<file path="src/rtl/dcache_pkg.sv">
// Shared types and geometry for the direct-mapped write-back data cache.
// Address layout (word address): [TAG_LSB +: TAG_W] tag, [IDX_LSB +: IDX_W] index, [OFS_LSB +: OFS_W] word.
package dcache_pkg;

    localparam int unsigned ADDR_W  = 30;
    localparam int unsigned WORD_W  = 32;
    localparam int unsigned IDX_W   = 3;
    localparam int unsigned OFS_W   = 2;
    localparam int unsigned TAG_W   = ADDR_W - IDX_W - OFS_W;
    localparam int unsigned WORDS   = 1 << OFS_W;
    localparam int unsigned LINE_W  = WORDS * WORD_W;
    localparam int unsigned MADDR_W = ADDR_W - OFS_W;
    localparam int unsigned NLINES  = 1 << IDX_W;

    localparam int unsigned OFS_LSB = 0;
    localparam int unsigned IDX_LSB = OFS_LSB + OFS_W;
    localparam int unsigned TAG_LSB = IDX_LSB + IDX_W;

    // Word 0 of a line occupies bits [WORD_W-1:0].
    typedef logic [WORDS-1:0][WORD_W-1:0] line_t;

    typedef enum logic [1:0] {
        IDLE,
        WRITEBACK,
        ALLOCATE
    } state_e;

endpackage

</file>
<file path="src/rtl/dcache_wb_dm_if.sv">
// Core-side (word) and memory-side (line) ports of the data cache.
// The cache is the slave of dcache_proc_if and the master of dcache_mem_if.
interface dcache_proc_if;
    import dcache_pkg::*;

    logic              proc_ren;
    logic              proc_wen;
    logic [ADDR_W-1:0] proc_addr;
    logic [WORD_W-1:0] proc_wdata;
    logic              proc_stall;
    logic [WORD_W-1:0] proc_rdata;

    modport master (output proc_ren, proc_wen, proc_addr, proc_wdata,
                    input  proc_stall, proc_rdata);
    modport slave  (input  proc_ren, proc_wen, proc_addr, proc_wdata,
                    output proc_stall, proc_rdata);
endinterface

interface dcache_mem_if;
    import dcache_pkg::*;

    logic               mem_read;
    logic               mem_write;
    logic [MADDR_W-1:0] mem_addr;
    logic [LINE_W-1:0]  mem_wdata;
    logic               mem_ready;
    logic [LINE_W-1:0]  mem_rdata;

    modport master (output mem_read, mem_write, mem_addr, mem_wdata,
                    input  mem_ready, mem_rdata);
    modport slave  (input  mem_read, mem_write, mem_addr, mem_wdata,
                    output mem_ready, mem_rdata);
endinterface

</file>
<file path="src/rtl/dcache_array.sv">
// Tag/valid/dirty/data storage with one combinational read port,
// a word-write port (sets dirty) and a line-fill port (sets valid, clears dirty).
module dcache_array
    import dcache_pkg::*;
(
    input  logic             clk,
    input  logic             rst_n,
    input  logic [IDX_W-1:0] idx_i,
    output logic [TAG_W-1:0] tag_o,
    output logic             valid_o,
    output logic             dirty_o,
    output line_t            line_o,
    input  logic             word_we_i,
    input  logic [OFS_W-1:0] word_ofs_i,
    input  logic [WORD_W-1:0] word_data_i,
    input  logic             line_we_i,
    input  logic [TAG_W-1:0] line_tag_i,
    input  line_t            line_data_i
);

    logic [NLINES-1:0] valid_q;
    logic [NLINES-1:0] dirty_q;
    logic [TAG_W-1:0]  tag_q  [NLINES];
    line_t             data_q [NLINES];

    always_ff @(posedge clk or negedge rst_n) begin
        if (!rst_n) begin
            valid_q <= '0;
            dirty_q <= '0;
        end else if (line_we_i) begin
            valid_q[idx_i] <= 1'b1;
            dirty_q[idx_i] <= 1'b0;
        end else if (word_we_i) begin
            dirty_q[idx_i] <= 1'b1;
        end
    end

    // Tags and data are meaningless until valid is set, so they carry no reset.
    always_ff @(posedge clk) begin
        if (line_we_i) begin
            data_q[idx_i] <= line_data_i;
            tag_q[idx_i]  <= line_tag_i;
        end else if (word_we_i) begin
            data_q[idx_i][word_ofs_i] <= word_data_i;
        end
    end

    assign tag_o   = tag_q[idx_i];
    assign valid_o = valid_q[idx_i];
    assign dirty_o = dirty_q[idx_i];
    assign line_o  = data_q[idx_i];

endmodule

</file>
<file path="src/rtl/dcache_wb_dm.sv">
// Direct-mapped, write-back, write-allocate data cache: zero-latency hits,
// dirty victim write-back followed by a line fill on a miss.
module dcache_wb_dm
    import dcache_pkg::*;
(
    input  logic          clk,
    input  logic          rst_n,
    dcache_proc_if.slave  proc,
    dcache_mem_if.master  mem
);

    state_e state_q, state_d;

    logic [IDX_W-1:0] idx;
    logic [TAG_W-1:0] tag;
    logic [OFS_W-1:0] ofs;
    logic [TAG_W-1:0] arr_tag;
    logic             arr_valid;
    logic             arr_dirty;
    line_t            arr_line;
    logic             hit;
    logic             req;
    logic             word_we;
    logic             line_we;

    assign idx = proc.proc_addr[IDX_LSB +: IDX_W];
    assign tag = proc.proc_addr[TAG_LSB +: TAG_W];
    assign ofs = proc.proc_addr[OFS_LSB +: OFS_W];

    dcache_array u_array (
        .clk         (clk),
        .rst_n       (rst_n),
        .idx_i       (idx),
        .tag_o       (arr_tag),
        .valid_o     (arr_valid),
        .dirty_o     (arr_dirty),
        .line_o      (arr_line),
        .word_we_i   (word_we),
        .word_ofs_i  (ofs),
        .word_data_i (proc.proc_wdata),
        .line_we_i   (line_we),
        .line_tag_i  (tag),
        .line_data_i (mem.mem_rdata)
    );

    assign req = proc.proc_ren | proc.proc_wen;
    assign hit = arr_valid & (arr_tag == tag);

    assign proc.proc_stall = req & ~((state_q == IDLE) & hit);
    assign proc.proc_rdata = arr_line[ofs];

    always_ff @(posedge clk or negedge rst_n) begin
        if (!rst_n) begin
            state_q <= IDLE;
        end else begin
            state_q <= state_d;
        end
    end

    // Memory strobes depend on state_q only; a simultaneous read+write request is a read.
    always_comb begin
        state_d        = state_q;
        mem.mem_read   = 1'b0;
        mem.mem_write  = 1'b0;
        mem.mem_addr   = '0;
        mem.mem_wdata  = '0;
        word_we        = 1'b0;
        line_we        = 1'b0;
        unique case (state_q)
            IDLE: begin
                if (req) begin
                    if (hit) begin
                        word_we = proc.proc_wen & ~proc.proc_ren;
                    end else if (arr_valid & arr_dirty) begin
                        state_d = WRITEBACK;
                    end else begin
                        state_d = ALLOCATE;
                    end
                end
            end
            WRITEBACK: begin
                mem.mem_write = 1'b1;
                mem.mem_addr  = {arr_tag, idx};
                mem.mem_wdata = arr_line;
                if (mem.mem_ready) begin
                    state_d = ALLOCATE;
                end
            end
            ALLOCATE: begin
                mem.mem_read = 1'b1;
                mem.mem_addr = proc.proc_addr[ADDR_W-1:OFS_W];
                if (mem.mem_ready) begin
                    line_we = 1'b1;
                    state_d = IDLE;
                end
            end
            default: state_d = IDLE;
        endcase
    end

endmodule

</file>
<file path="src/flat_wrapper.sv">
// flat-port wrapper written by rule: the top's interface ports become plain ports
module dcache_wb_dm_flat import dcache_pkg::*;
  (clk, rst_n, proc_proc_ren, proc_proc_wen, proc_proc_addr, proc_proc_wdata, proc_proc_stall, proc_proc_rdata, mem_mem_read, mem_mem_write, mem_mem_addr, mem_mem_wdata, mem_mem_ready, mem_mem_rdata);
  dcache_proc_if proc_i ();
  dcache_mem_if mem_i ();
  input  logic clk;
  input  logic rst_n;
  input wire logic [$bits(proc_i.proc_ren)-1:0] proc_proc_ren;
  input wire logic [$bits(proc_i.proc_wen)-1:0] proc_proc_wen;
  input wire logic [$bits(proc_i.proc_addr)-1:0] proc_proc_addr;
  input wire logic [$bits(proc_i.proc_wdata)-1:0] proc_proc_wdata;
  output wire logic [$bits(proc_i.proc_stall)-1:0] proc_proc_stall;
  output wire logic [$bits(proc_i.proc_rdata)-1:0] proc_proc_rdata;
  output wire logic [$bits(mem_i.mem_read)-1:0] mem_mem_read;
  output wire logic [$bits(mem_i.mem_write)-1:0] mem_mem_write;
  output wire logic [$bits(mem_i.mem_addr)-1:0] mem_mem_addr;
  output wire logic [$bits(mem_i.mem_wdata)-1:0] mem_mem_wdata;
  input wire logic [$bits(mem_i.mem_ready)-1:0] mem_mem_ready;
  input wire logic [$bits(mem_i.mem_rdata)-1:0] mem_mem_rdata;
  assign proc_i.proc_ren = proc_proc_ren;
  assign proc_i.proc_wen = proc_proc_wen;
  assign proc_i.proc_addr = proc_proc_addr;
  assign proc_i.proc_wdata = proc_proc_wdata;
  assign proc_proc_stall = proc_i.proc_stall;
  assign proc_proc_rdata = proc_i.proc_rdata;
  assign mem_mem_read = mem_i.mem_read;
  assign mem_mem_write = mem_i.mem_write;
  assign mem_mem_addr = mem_i.mem_addr;
  assign mem_mem_wdata = mem_i.mem_wdata;
  assign mem_i.mem_ready = mem_mem_ready;
  assign mem_i.mem_rdata = mem_mem_rdata;
  dcache_wb_dm u_core (.clk(clk), .rst_n(rst_n), .proc(proc_i), .mem(mem_i));
endmodule
</file>
<file path="config.mk">
export PLATFORM = sky130hd
export DESIGN_NAME = dcache_wb_dm_flat
export DESIGN_NICKNAME = d
export VERILOG_FILES = /design/src/rtl/dcache_pkg.sv /design/src/rtl/dcache_wb_dm_if.sv /design/src/rtl/dcache_array.sv /design/src/rtl/dcache_wb_dm.sv /design/src/flat_wrapper.sv
export SDC_FILE = /design/constraint.sdc
export NUM_CORES = 1
export LEC_CHECK = 0
export CAP_MARGIN = 20
export CORE_ASPECT_RATIO = 2
export CORE_MARGIN = 3
export CORE_UTILIZATION = 55
export CTS_CLUSTER_DIAMETER = 40
export DETAILED_ROUTE_END_ITERATION = 10
export PLACE_DENSITY = 0.76
export SLEW_MARGIN = 30
export SYNTH_ARGS = -nofsm -noshare
export SYNTH_HDL_FRONTEND = slang
export SYNTH_SLANG_ARGS = --single-unit
export TNS_END_PERCENT = 5
</file>
<file path="constraint.sdc">
create_clock -name clk -period 4.93 [get_ports clk]
set_input_delay 0.493 -clock clk [delete_from_list [all_inputs] [get_ports clk]]
set_output_delay 0.493 -clock clk [all_outputs]
set_load 0.02 [all_outputs]
</file>
==> run_results.csv <==
group,metric,value,unit
floorplan,initial_core_util,55.54,%
critical_path,start_kind,"primary input",
routing,drtIter0Drc,4771,
final_layout,syn_to_final_growth,20.20,%
global_route,grt_antenna_before_repair,14,
critical_path,reg2reg_slack,1060,ps
power_and_ir_drop,leakagePower,19.30,nW
global_route,overflow,0,
critical_path,path_depth,9,
run_status,outcome,"finished, final reports clean",
final_layout,multi_input_area,11940,um2
timing,setup_ws,470.1,ps
routing,wl_met3,17.34,mm
final_layout,utilization,66.76,%
timing,skew,33.73,ps
clock_tree,cts_sinks,1242,
routing,firstDrtPassIters,6,
clock_tree,cts.clk_slew.worst_paths,70,ps
critical_path,r2r_cells,13,
logic_synthesis,avgSynthCellArea,17.05,um2
critical_path,critical_path_class,"primary input to primary output",
floorplan,design.die.area,94140,um2
clock_tree,cts-buffers-inserted,101,
critical_path,critPathLaunch,"proc_proc_addr[3]",
timing,min_period,4460,ps
routing,wl_per_cell,32.40,um
placed_design,placedCellCount,4437,
routing,via_per_inst,6.765,
placed_design,gp_congestion,0.8834,
logic_synthesis,syn_area,49650,um2
timing,rsz0062_at_grt,"false",
routing,wl_met1,50.29,mm
critical_path,path_delay_family,"buffers and inverters",
routing,top_layer,"met5",
clock_tree,cts_tree,"done",
clock_tree,cts_root_buf,"clkbuf_16",
global_route,grt_pass1_vias,31440,
critical_path,slowest_delay,650,ps
clock_tree,clk_path_buf_depth,3,
clock_tree,post_cts_resized,0,
logic_synthesis,synth.distinct_cells,57,
routing,postRouteAntennaNets,0,
global_route,grt_max_degree,73,
critical_path,r2r_start,"u_core.u_array.tag_q[6][2]",
clock_tree,clk_latency,710,ps
critical_path,path_buf_inv,4,
final_layout,finalNonFillerCells,4625,
final_layout,seqCellArea,37210,um2
critical_path,crit_chain,"buf_6 > buf_4 > and3_4 > buf_4 > a22o_1 > a221oi_1 > nand3_1 > mux4_2 > clkdlybuf4s50_1",
floorplan,die_w,218.5,um
critical_path,r2r-end,"u_core.u_array.data_q[6][95]",
logic_synthesis,synth_top_area_share,74.02,%
clock_tree,cts_setup_buffers,0,
floorplan,pin_count,386,
global_route,grt_first_pass_wirelength,213.5,mm
logic_synthesis,synth_flop_cell,"edfxtp_1",
timing,slew_viol_final,0,
critical_path,endpoint,"proc_proc_rdata[21]",
timing,hold_violations,0,
critical_path,slowest_stage,"and3_4",
logic_synthesis,yosys.area.top_type,"edfxtp_1",
routing,drc_errors,0,
clock_tree,h-tree-depth,3,
power_and_ir_drop,cellPowerDensity,379.9,nW/um2
worst_hold_path,min_path_type,"primary input to async pin",
routing,drt_wl_total,149.8,mm
logic_synthesis,syn-num-nets,3110,
logic_synthesis,ys_seq_area_share,74.93,%
floorplan,core_area,89400,um2
logic_synthesis,netlist_top_cells_area,"edfxtp_1 74%, mux2_2 3.9%, a22oi_1 3.7%",
logic_synthesis,yosysWarningCount,0,
final_layout,final_common_cell,"edfxtp_1",
clock_tree,postCtsHoldBufs,0,
placed_design,pre_cts_slack,327.0,ps
timing,worstMarginPinSlew,1057,ps
critical_path,cpMostUsedCell,"buf_4",
timing,max_clock_freq,224.2,MHz
logic_synthesis,ys_ff_latch,1242,
timing,hold_ws,260.0,ps
routing,dr_wl_met2,73.63,mm
logic_synthesis,syn_inst,2912,
logic_synthesis,synth_edf_count,1224,
floorplan,fp.dieH,430.9,um
final_layout,final_cell_mix,"1224 x edfxtp_1, 380 x clkdlybuf4s50_1, 248 x a22oi_1, 173 x mux2_2, 114 x buf_4",
final_layout,fillers,5719,
floorplan,std_cell_rows,155,
power_and_ir_drop,power,22.67,mW
global_route,track_usage,31.51,%
logic_synthesis,ys_async_sr_fraction,1.449,%
critical_path,critical_path_arrival,3970,ps
critical_path,worstPathRequired,4440,ps
timing,relSlewSlack,29.55,%
timing,setup_violations,0,
placed_design,placed_cell_area,56370,um2
flow_run,maxCapViolations,0,
timing,tns,0,ps
power_and_ir_drop,peakVddDrop,0.0002610,V
timing,fin_crit_sh,90.47,%
final_layout,final_cell_area,59680,um2
critical_path,crit_fanout,38,
critical_path,cp-end-kind,"primary output",
final_layout,drive_gt1_share,17.35,%
placed_design,port_buffers,385,
placed_design,place_hpwl,99.26,mm
routing,num_vias,31290,
final_layout,layout.nets,3561,
[sequential cells by signal, summed over array words and instances, names as in the netlist, named ones only]
signal,count
u_core.u_array.data_q,1024
u_core.state_q,2
u_core.u_array.tag_q,200
u_core.u_array.valid_q,8
[per-layer routing]
| metal | up-vias | global-route usage [%] |
|---|---|---|
| met4 | 8 | 15.82 |
| met3 | 485 | 7.115 |
| met5 | - | 0 |
| met2 | 2517 | 51.82 |
| met1 | 15580 | 39.43 |
| li1 | 12700 | - |
[cells in the mapped netlist (2+ instances only)]
cell type,instances
mux2i_1,83
mux4_2,48
nand3_1,37
a21o_1,3
buf_1,28
a21oi_1,90
nand4_1,20
nand2_1,63
a221oi_1,72
and3_1,26
edfxtp_1,1224
a221o_1,20
a22oi_1,248
xnor2_1,7
o22ai_1,30
o21ai_0,66
buf_4,2
a211oi_1,7
mux2_1,35
mux2_2,173
nand2b_1,5
clkbuf_1,126
ha_1,3
o221ai_1,9
dfrtp_1,18
nor2_1,87
nand3b_1,2
and2_1,101
nor3_1,21
a222oi_1,25
o21a_1,23
buf_2,39
o311ai_0,2
or2_2,9
a22o_1,55
nor4b_1,8
nor2b_1,61
inv_1,14
buf_6,4
[cells by family after synthesis]
family | Yosys count | share of synthesized area, %
flops | 1242 | 74.93
compound gates | 658 | 9.676
fa+ha+maj | 3 | 0.07561
xor+xnor | 8 | 0.1411
simple gates | 448 | 4.816
buf+inv | 214 | 1.792
mux | 339 | 8.568
[layout make-up]
cell class	instances	area share [%]
repair buffers	547	9.537
clock inverters	61	1.134
inverters	15	0.09434
flip-flops and latches	1242	62.34
well taps	1177	2.468
clock buffers	120	4.390
diodes	7	0.02935
multi-input cells	1456	20.01
[power breakdown]
| group | switching, mW | internal, mW | total, mW | leakage [nW] |
|---|---|---|---|---|
| sequential | 0.101 | 12.0 | 12.1 | 11.3 |
| combinational | 1.55 | 0.938 | 2.49 | 6.43 |
| clock | 3.65 | 4.45 | 8.10 | 1.60 |
[worst min path at each step]
stage / from / endpoint / slack (ps) / cells after the start
final: rst_n / async pin / 260 / 1
after global routing: rst_n / u_core.state_q[1] / 330 / 1
after CTS: rst_n / u_core.state_q[1] / 250 / 1
after detailed placement: u_core.u_array.valid_q[7] / u_core.u_array.valid_q[7] / 460 / 1
after global placement: u_core.u_array.valid_q[5] / u_core.u_array.valid_q[5] / 450 / 1
after floorplan: rst_n / async pin / 200 / 0
Power figures use the tool's default switching activity.
